$ cat src/rtl/hex_scan_ctrl.sv
// Time-multiplexes one external 7-segment decoder across HEX0..HEX7 with an
// 8-entry digit register file. Define HEX_LEAD_ZERO_BLANK_EN for leading-zero blanking.
module hex_scan_ctrl #(
  parameter int unsigned SCAN_DIV = 50000,
  parameter int unsigned DIV_W    = 16
) (
  input  logic       CLOCK_50,
  input  logic       RESET_N,
  input  logic       wr_valid,
  output logic       wr_ready,
  input  logic [2:0] wr_addr,
  input  logic [3:0] wr_data,
  input  logic       wr_en_digit,
  output logic [3:0] dec_bcd,
  input  logic [0:6] dec_seg,
  output logic [0:6] HEX0,
  output logic [0:6] HEX1,
  output logic [0:6] HEX2,
  output logic [0:6] HEX3,
  output logic [0:6] HEX4,
  output logic [0:6] HEX5,
  output logic [0:6] HEX6,
  output logic [0:6] HEX7,
  output logic       frame_done
);

  localparam int unsigned NSLOT = 8;
  localparam logic [DIV_W-1:0] DIV_LAST = DIV_W'(SCAN_DIV - 1);
  localparam logic [0:6] SEG_BLANK = 7'b1111111;

  typedef enum logic [1:0] {S_IDLE, S_DRIVE, S_CAPTURE} state_t;

  state_t             state, state_next;
  logic [DIV_W-1:0]   count;
  logic               tick;
  logic [2:0]         slot;
  logic [3:0]         value [NSLOT];
  logic [NSLOT-1:0]   en;
  logic [0:6]         hex_q [NSLOT];

  logic               load_bcd;
  logic               capture;
  logic               ready_next;
  logic [0:6]         seg_next;
  logic               wr_accept;

  assign tick      = (count == DIV_LAST);
  assign wr_accept = wr_valid && wr_ready;

`ifdef HEX_LEAD_ZERO_BLANK_EN
  // Slot k blanks when it is zero and every higher slot is blank-eligible.
  logic [NSLOT-1:0] elig;
  logic [NSLOT-1:0] hi_mask;
  logic             lz_blank;

  always_comb begin
    elig = '0;
    for (int i = 0; i < int'(NSLOT); i++) begin
      elig[i] = !en[i] || (value[i] == 4'd0);
    end
    hi_mask  = 8'hFE << slot;
    lz_blank = (slot != 3'd0) && (value[slot] == 4'd0) && ((elig & hi_mask) == hi_mask);
  end
`endif

  // State register.
  always_ff @(posedge CLOCK_50) begin
    if (!RESET_N) state <= S_IDLE;
    else          state <= state_next;
  end

  // Next-state logic; ticks outside IDLE are simply ignored.
  always_comb begin
    state_next = state;
    case (state)
      S_IDLE:    if (tick) state_next = S_DRIVE;
      S_DRIVE:   state_next = S_CAPTURE;
      S_CAPTURE: state_next = S_IDLE;
      default:   state_next = S_IDLE;
    endcase
  end

  // Output/datapath control decode.
  always_comb begin
    load_bcd   = 1'b0;
    capture    = 1'b0;
    ready_next = (state_next == S_IDLE);
    seg_next   = dec_seg;
    case (state)
      S_IDLE:    load_bcd = tick;
      S_CAPTURE: begin
        capture = 1'b1;
`ifdef HEX_LEAD_ZERO_BLANK_EN
        if (!en[slot] || lz_blank) seg_next = SEG_BLANK;
`else
        if (!en[slot]) seg_next = SEG_BLANK;
`endif
      end
      default: ;
    endcase
  end

  // Prescaler, register file, decoder drive and HEX capture.
  always_ff @(posedge CLOCK_50) begin
    if (!RESET_N) begin
      count      <= '0;
      slot       <= '0;
      en         <= '0;
      dec_bcd    <= '0;
      frame_done <= 1'b0;
      wr_ready   <= 1'b1;
      for (int i = 0; i < int'(NSLOT); i++) begin
        value[i] <= '0;
        hex_q[i] <= SEG_BLANK;
      end
    end else begin
      count      <= tick ? '0 : count + DIV_W'(1);
      wr_ready   <= ready_next;
      frame_done <= capture && (slot == 3'd7);
      if (wr_accept) begin
        value[wr_addr] <= wr_data;
        en[wr_addr]    <= wr_en_digit;
      end
      if (load_bcd) dec_bcd <= value[slot];
      if (capture) begin
        hex_q[slot] <= seg_next;
        slot        <= slot + 3'd1;
      end
    end
  end

  assign HEX0 = hex_q[0];
  assign HEX1 = hex_q[1];
  assign HEX2 = hex_q[2];
  assign HEX3 = hex_q[3];
  assign HEX4 = hex_q[4];
  assign HEX5 = hex_q[5];
  assign HEX6 = hex_q[6];
  assign HEX7 = hex_q[7];

endmodule

$ cat config.mk
export PLATFORM = sky130hd
export DESIGN_NAME = hex_scan_ctrl
export DESIGN_NICKNAME = d
export VERILOG_FILES = /design/src/rtl/hex_scan_ctrl.sv
export SDC_FILE = /design/constraint.sdc
export NUM_CORES = 1
export LEC_CHECK = 0
export ABC_AREA = 1
export CORE_MARGIN = 5
export CORE_UTILIZATION = 58
export DETAILED_ROUTE_END_ITERATION = 8
export PLACE_DENSITY = 0.87
export RECOVER_POWER = 50
export SYNTH_ARGS = -nofsm -noshare
export SYNTH_HDL_FRONTEND = slang
export SYNTH_SLANG_ARGS = --single-unit
$ cat constraint.sdc
create_clock -name CLOCK_50 -period 3.3 [get_ports CLOCK_50]
set_clock_uncertainty 0.2 [all_clocks]
set_input_delay 0.66 -clock CLOCK_50 [delete_from_list [all_inputs] [get_ports CLOCK_50]]
set_output_delay 0.66 -clock CLOCK_50 [all_outputs]
set_load 0.02 [all_outputs]
==> run summary, run 1 <==
The data arrival time at the worst-slack endpoint is 2880 ps. The total number of yosys warnings is 0. The number of storage elements in the synthesis netlist is approximately 120. The final critical-path share of the clock period is between 80% and 90%. The number of flops mapped to enable cells by yosys is slightly below 90.

The net count after synthesis came out at about 550. Ranked by total cell area, the synthesized netlist is headed by sky130_fd_sc_hd__edfxtp_1 (50%), sky130_fd_sc_hd__dfxtp_1 (13%), sky130_fd_sc_hd__nand3_1 (7.6%), sky130_fd_sc_hd__nor2_1 (5.9%), sky130_fd_sc_hd__nand2_1 (5.8%). Counting every sink on the clock net gives around 120. The final route contains roughly 4,200 vias. The proportion of register bits with asynchronous set or reset after synthesis came out at 0%. The first global-routing pass estimated about 21,000 um of wire. The CTS tree is yes.

The area share of the largest cell type after synthesis is just over 50%. From left edge to right edge, the die measures 105 um. The die footprint is ~11,000 sq um.

The summed area of non-filler cells in the final layout is between 6000 and 7000 sq um. The layout net count is 647. The hold-fix buffer count after cts is 0. The remaining routing DRC violations is 0. The root buffer selected by CTS is sky130_fd_sc_hd__clkbuf_8. In this run, distinct cell masters in the synthesized netlist total 32.

The first detailed-routing pass took 6 iterations. The final setup violation count came out at 0. At the end of routability-driven placement, the weighted congestion stood at about 0.83. The global-route congestion overflow total came out at 0.

The via count of the first global-routing pass is between 4,000 and 5,000. The core region is approximately 9000 sq um. The wire length per cell after detailed routing came out at approximately 17 um.

The slew at the pin closest to its max-slew limit is between 1000 and 1500 ps. The cell count after synthesis came out at roughly 530. After detailed placement, the total cell area comes to 6150 sq um.

For this configuration, the core starts out at a cell density of between 50% and 60%. The buffer depth of the longest clock path is 2. The largest fanout on the critical path is 16. The synthesized design spends more area on one cell type than any other, namely sky130_fd_sc_hd__edfxtp_1. STA classifies the critical path startpoint as an input pin. The worst setup path is captured at a flip-flop. The detailed-route vias per instance came out at between 5 and 6. The mean cell area of the mapped netlist came out at slightly below 10 sq um.

The final hold violation count came out at 0. Counting the buffers created by CTS gives 17. The number of violations reported at the end of detailed-routing iteration 0 is 331. The vertical die dimension is 105 um. Counting the fill cells in the layout gives 545. The required time of the worst setup path came out at between 3000 and 4000 ps. The estimated wirelength of the detail-placed design is roughly 8500 um. Setup repair after global routing left no endpoint under its margin. The cell with the biggest individual delay on the critical path is sky130_fd_sc_hd__dlygate4sd3_1. The power per standard cell area came out at around 570 nW/um^2. The repair_antennas step left the layout with diodes totalling 0. The CTS clock-pin slew for the worst setup and hold paths came out at about 60 ps. The global-route total usage across every layer is about a quarter.

The H-tree generated during clock tree synthesis spans 4 levels. The share of final-layout standard cells stronger than drive strength 1 is ~7.7%. The total of max-cap violations is 0. The flow ran to the end, and the final reports show no timing, DRC or antenna violations. The worst-case reg-to-reg path depth came out at 7. The shortest clock period the worst path allows after layout is around 2900 ps. The number of core rows came out at 34.

The pin count of the biggest net entering global routing came out at 57. The final count of pins violating max slew came out at 0. The dominant synthesized flop cell is sky130_fd_sc_hd__edfxtp_1. The maximum clock rate is roughly 0.35 GHz.

The sequential area share after synthesis is between 60% and 70%. The growth of design area from synthesis to finish is 28.3%. The class of the worst hold path is reg2reg. The post-synthesis cell area came out at around 5300 sq um.

The maximum vdd ir drop came out at around 0.00042 V. The post-cts repair resize count came out at 0. For this design the top-level I/O count stands at 80.

The clock latency on the worst-skew pair came out at ~520 ps. The count of buffers added on input and output ports is about 80. Once the clock tree was built, the setup fixing pass inserted 0 buffers. Walking the worst path, the cells encountered are dlygate4sd3_1 > clkbuf_1 > nand3_1 > nor2_1 > nand3_1. The detail route stage leaves a number of antenna-violating nets equal to 0. The category of the most critical setup path is in2reg.

The biggest cell delay along the critical path is 600 ps. After detailed routing, the total wire length is around 13,000 um. The initial antenna violation count came out at 0. The setup TNS came out at 0 ps. By instance count, the cell type seen most on the critical path is sky130_fd_sc_hd__nand3_1.

Yosys instantiated no cell more often than sky130_fd_sc_hd__edfxtp_1. The remaining max-slew budget at the tightest pin is 31.6%. For this design the static power due to leakage is between 2 and 2.5 nW. The worst hold path stage count came out at 1. The commonest cells after synthesis are sky130_fd_sc_hd__edfxtp_1 (88), sky130_fd_sc_hd__nor2_1 (82), sky130_fd_sc_hd__nand2_1 (81).
==> cell families (layout without fill, tap and decap cells) <==
group,count (synthesis),count (layout),synth area share (%)
flip-flops,123,123,63.6
adder cells (fa/ha/maj),3,3,0.714
AO/OA/AOI/OAI,46,46,4.93
XOR/XNOR,4,4,0.666
buffers and inverters,84,191,7.09
AND/OR/NAND/NOR,272,272,23.0
==> worst paths after layout <==
kind	from	to	slack, ps
min	count[0]	count[0]	270
max	RESET_N	hex_q[1][6]	430
max reg2reg	slot[0]	hex_q[2][5]	570
min reg2reg	count[0]	count[0]	270
==> per-stage QoR <==
step / hold WS (ps) / total power, mW / setup WS (ps) / util [%] / std cells
after floorplan: 230 / 1.79 / 1120 / - / 532
after global placement: 242 / 1.85 / 684 / 70.2 / 715
after detailed placement: 253 / 1.85 / 521 / 70.2 / 715
after CTS: 266 / 3.83 / 627 / 77.5 / 747
after global routing: 292 / 3.92 / 325 / 77.0 / 747
final: 265 / 3.82 / 431 / 77.0 / 747
==> power by group <==
| group | internal, mW | switching, mW | total (mW) |
|---|---|---|---|
| Combinational | 0.0445 | 0.0890 | 0.134 |
| Clock | 1.31 | 0.694 | 2.00 |
| Sequential | 1.68 | 0.0104 | 1.69 |
==> sequential cells by signal, summed over array words and instances, names as in the netlist <==
name,flops
count,16
dec_bcd,4
en,8
frame_done,1
hex_q,56
slot,3
state,2
value,32
wr_ready,1
==> cell usage in the layout, fill, tap and decap left out, types with 7 or more instances in the layout <==
cell,instances
sky130_fd_sc_hd__clkdlybuf4s50_1,78
sky130_fd_sc_hd__edfxtp_1,88
sky130_fd_sc_hd__clkbuf_1,9
sky130_fd_sc_hd__dfxtp_1,35
sky130_fd_sc_hd__clkbuf_16,16
sky130_fd_sc_hd__nand2_1,81
sky130_fd_sc_hd__nor2_1,82
sky130_fd_sc_hd__nand3_1,80
sky130_fd_sc_hd__nor3_1,7
sky130_fd_sc_hd__o21ai_0,18
sky130_fd_sc_hd__a21oi_1,12
sky130_fd_sc_hd__inv_1,67
sky130_fd_sc_hd__o211ai_1,9
==> final cells by class <==
type	count	area [sq um]	share of cell area [%]
tap	108	135	2.00
sequential	123	3340	49.5
timing repair buffer	90	843	12.5
inverter	69	259	3.84
multi-input combinational	325	1530	22.7
clock inverter	14	219	3.24
clock buffer	18	418	6.19
==> per-layer routing <==
layer  share of wire, %  vias to the layer above  global-route usage (%)
met3                 10                       35                    7.27
li1                   -                     1984                       -
met1                 36                     1954                    27.5
met4                2.5                        0                    10.2
met2                 51                      258                    41.1
met5                  0                        -                       0
==> critical path, delay by kind of cell <==
kind | cells | cell delay, ps
buffers and inverters | 2 | 1170
AND/OR/NAND/NOR | 3 | 1050
No activity file was read; power rests on OpenSTA's default activity.
==> run 2, diff against run 1 <==
ABC_CLOCK_PERIOD_IN_PS = 3300   (was default)
CORE_MARGIN = 4   (was 5)
==> run 2 against run 1 <==
Maximum frequency is 1.4% lower. Flip-flop and latch count is the same. Critical path depth grew 1. Clock-buffer cell count unchanged. Global-route usage is 2.3 points higher. Largest cell class unchanged. First-iteration DRC count is 7.3% higher. Power shrank 5.1%. Routed wire length up 2.8%.
==> run summary, run 2 (synthesis results as in run 1) <==
The class of the worst hold path is reg2reg. The starting utilization of the core area was 60.0% (unchanged). The wire length per cell after detailed routing is 17.8 um (+2.8%). The worst hold path begins at count[0]. The end of the worst hold path is count[0]. The routability-driven placement congestion ratio is 0.823 (-0.57%). The share of final-layout standard cells stronger than drive strength 1 came out at 7.98% (+0.31 points). The library cells used most frequently in the layout, excluding fill and tap cells, are sky130_fd_sc_hd__edfxtp_1 (88), sky130_fd_sc_hd__nor2_1 (82), sky130_fd_sc_hd__nand2_1 (81). The vertical die dimension is 103 um (-1.9%).

The total inserted antenna cells is 0 (unchanged). The total iterations of the first detailed-routing run is 5 (-1). The required time of the worst setup path came to 3420 ps (+110 ps). The number of core rows came to 34 (unchanged).

TritonCTS built the clock tree. The chip width is 103 um (-1.9%). The number of nets with antenna violations after routing came to 0 (unchanged). The power per standard cell area is 542 nW/um^2 (-4.4%). The pin count of the biggest net entering global routing came out at 57 (unchanged). The worst-case reg-to-reg path depth came to 6 (-1).

The worst setup slack after layout is 390 ps (-40.7 ps). The H-tree level count came out at 4 (unchanged). The static leakage is 2.36 nW (-2.1%). The remaining routing DRC violations is 0 (unchanged). The root buffer selected by CTS is sky130_fd_sc_hd__clkbuf_8. The data arrival time at the worst-slack endpoint is 3030 ps (+150 ps). The endpoint identified for the worst register-to-register timing path is hex_q[0][1]. The sequential cell area in the final layout is 3340 sq um (unchanged). The final count of pins violating max slew came out at 0 (unchanged). The worst setup path is launched from a flip-flop. The total wirelength of the detailed-routed design is 13,300 um (+2.8%). The final hold violation count came out at 0 (unchanged). The number of filler instances in the final layout came out at 542 (-0.55%). The post-cts repair resize count came out at 0 (unchanged). The sink count of the clock tree is 123 (unchanged).

The setup TNS is 0 ps (unchanged). The via count of the first global-routing pass is 4,130 (-3.6%). The detailed-route vias per instance is 5.78 (+2.1%). The number of violations reported at the end of detailed-routing iteration 0 is 355 (+7.3%).

The final setup violation count came out at 0 (unchanged). The slew at the pin closest to its max-slew limit was 1040 ps (+15.2 ps). The register ranked first by flip-flop count is hex_q.

The core outline area is 8760 sq um (unchanged). The largest registers in the layout are hex_q (56), value (32), count (16). The shortest clock period the worst path allows after layout is 2910 ps (+40.7 ps). The hold-fix buffer count after cts came to 0 (unchanged). The flip-flop count of the largest register, all copies and words added is 56 (unchanged).

In this run the critical register-to-register path is launched from slot[0]. The clock latency on the worst-skew pair is 520 ps (about the same). Setup repair after global routing left no endpoint under its margin. The layout net count came to 647 (unchanged). The buffer depth of the longest clock path is 2 (unchanged). The largest fanout on the critical path is 56 (+40). The area growth from synthesis to layout is 27.4%. The maximum clock rate is 0.344 GHz (-1.4%).

The remaining max-slew budget at the tightest pin came to 30.6% (-1.0 points). The number of vias after detailed routing came out at 4,318 (+2.1%). The global-route total usage across every layer came out at 26.2% (+2.3 points). The global-route wire length before repair came out at 20,700 um (-1.5%).

The multi-input logic area came to 1530 sq um (unchanged). The number of input and output port buffers inserted came to 79 (unchanged). The number of ports placed on the die boundary is 80 (unchanged).

The worst setup path is of the reg2reg kind. The maximum vdd ir drop came out at 0.000340 V (-19%). The library cell used most frequently in the layout, excluding fill and tap cells, is sky130_fd_sc_hd__edfxtp_1. The CTS clock-pin slew for the worst setup and hold paths came out at 70 ps (about the same). The slack of the worst reg-to-reg path is 390 ps (-180 ps).

The estimated wirelength of the detail-placed design is 8530 um (about the same). The die footprint came to 10,700 sq um (-3.8%). The total of max-cap violations came out at 0 (unchanged). The worst setup path is captured at a flip-flop. The worst slack at placement is 605 ps (+84.1 ps).

The final critical-path share of the clock period is 88.2% (+1.2 points). The global-route congestion overflow total is 0 (unchanged). The initial antenna violation count is 0 (unchanged).

The count of buffers added by post-CTS timing repair for setup came out at 0 (unchanged). The number of CTS-inserted buffers came out at 17 (unchanged). The run finished with clean final reports.

The worst hold path stage count was 1 (unchanged).
## run 2: through the flow
stage | std cells | power (mW) | utilization (%) | hold WS (ps) | area (sq um)
2_1_floorplan | 532 | 1.79 | - | 230 | 5260
3_3_place_gp | 715 | 1.85 | 70.2 | 243 | 6150
3_5_place_dp | 715 | 1.85 | 70.2 | 258 | 6150
4_1_cts | 747 | 3.64 | 76.8 | 264 | 6730
5_1_grt | 747 | 3.73 | 76.4 | 289 | 6700
6_report | 747 | 3.63 | 76.4 | 264 | 6700
## run 2: worst max-delay path, cell delays in order (launching register included)
cell,delay [ps]
sky130_fd_sc_hd__dfxtp_1,840
sky130_fd_sc_hd__a21oi_1,170
sky130_fd_sc_hd__o21ai_1,110
sky130_fd_sc_hd__nand2_1,100
sky130_fd_sc_hd__inv_1,70
sky130_fd_sc_hd__nand3_2,770
sky130_fd_sc_hd__nand3_1,440
## run 2: power by group
group / switching [mW] / internal [mW]
clock network: 0.719 / 1.09
logic: 0.0896 / 0.0453
registers: 0.00991 / 1.68
## run 2: per-layer routing
metal	vias to the layer above	track usage, %	share of wire (%)
met1	1993	31.1	36
met3	47	7.71	11
met5	-	0	0
met4	0	10.6	2.7
met2	295	44.8	50
li1	1983	-	-
## run 2: area by class of cell
class / count / area share, %
Clock buffer: 18 / 6.24
Clock inverter: 14 / 2.41
Inverter: 69 / 3.87
Multi-Input combinational cell: 325 / 22.8
Sequential cell: 123 / 49.9
Tap cell: 108 / 2.02
Timing Repair Buffer: 90 / 12.7
## run 2: how the worst max path moves through the flow
stage / from / to / slack (ps)
after floorplan: RESET_N / hex_q[6][0] / 1120
after global placement: slot[0] / hex_q[3][3] / 760
after detailed placement: slot[0] / hex_q[1][0] / 600
after CTS: slot[0] / hex_q[0][1] / 410
after global routing: slot[0] / hex_q[0][1] / 160
final: slot[0] / hex_q[0][1] / 390
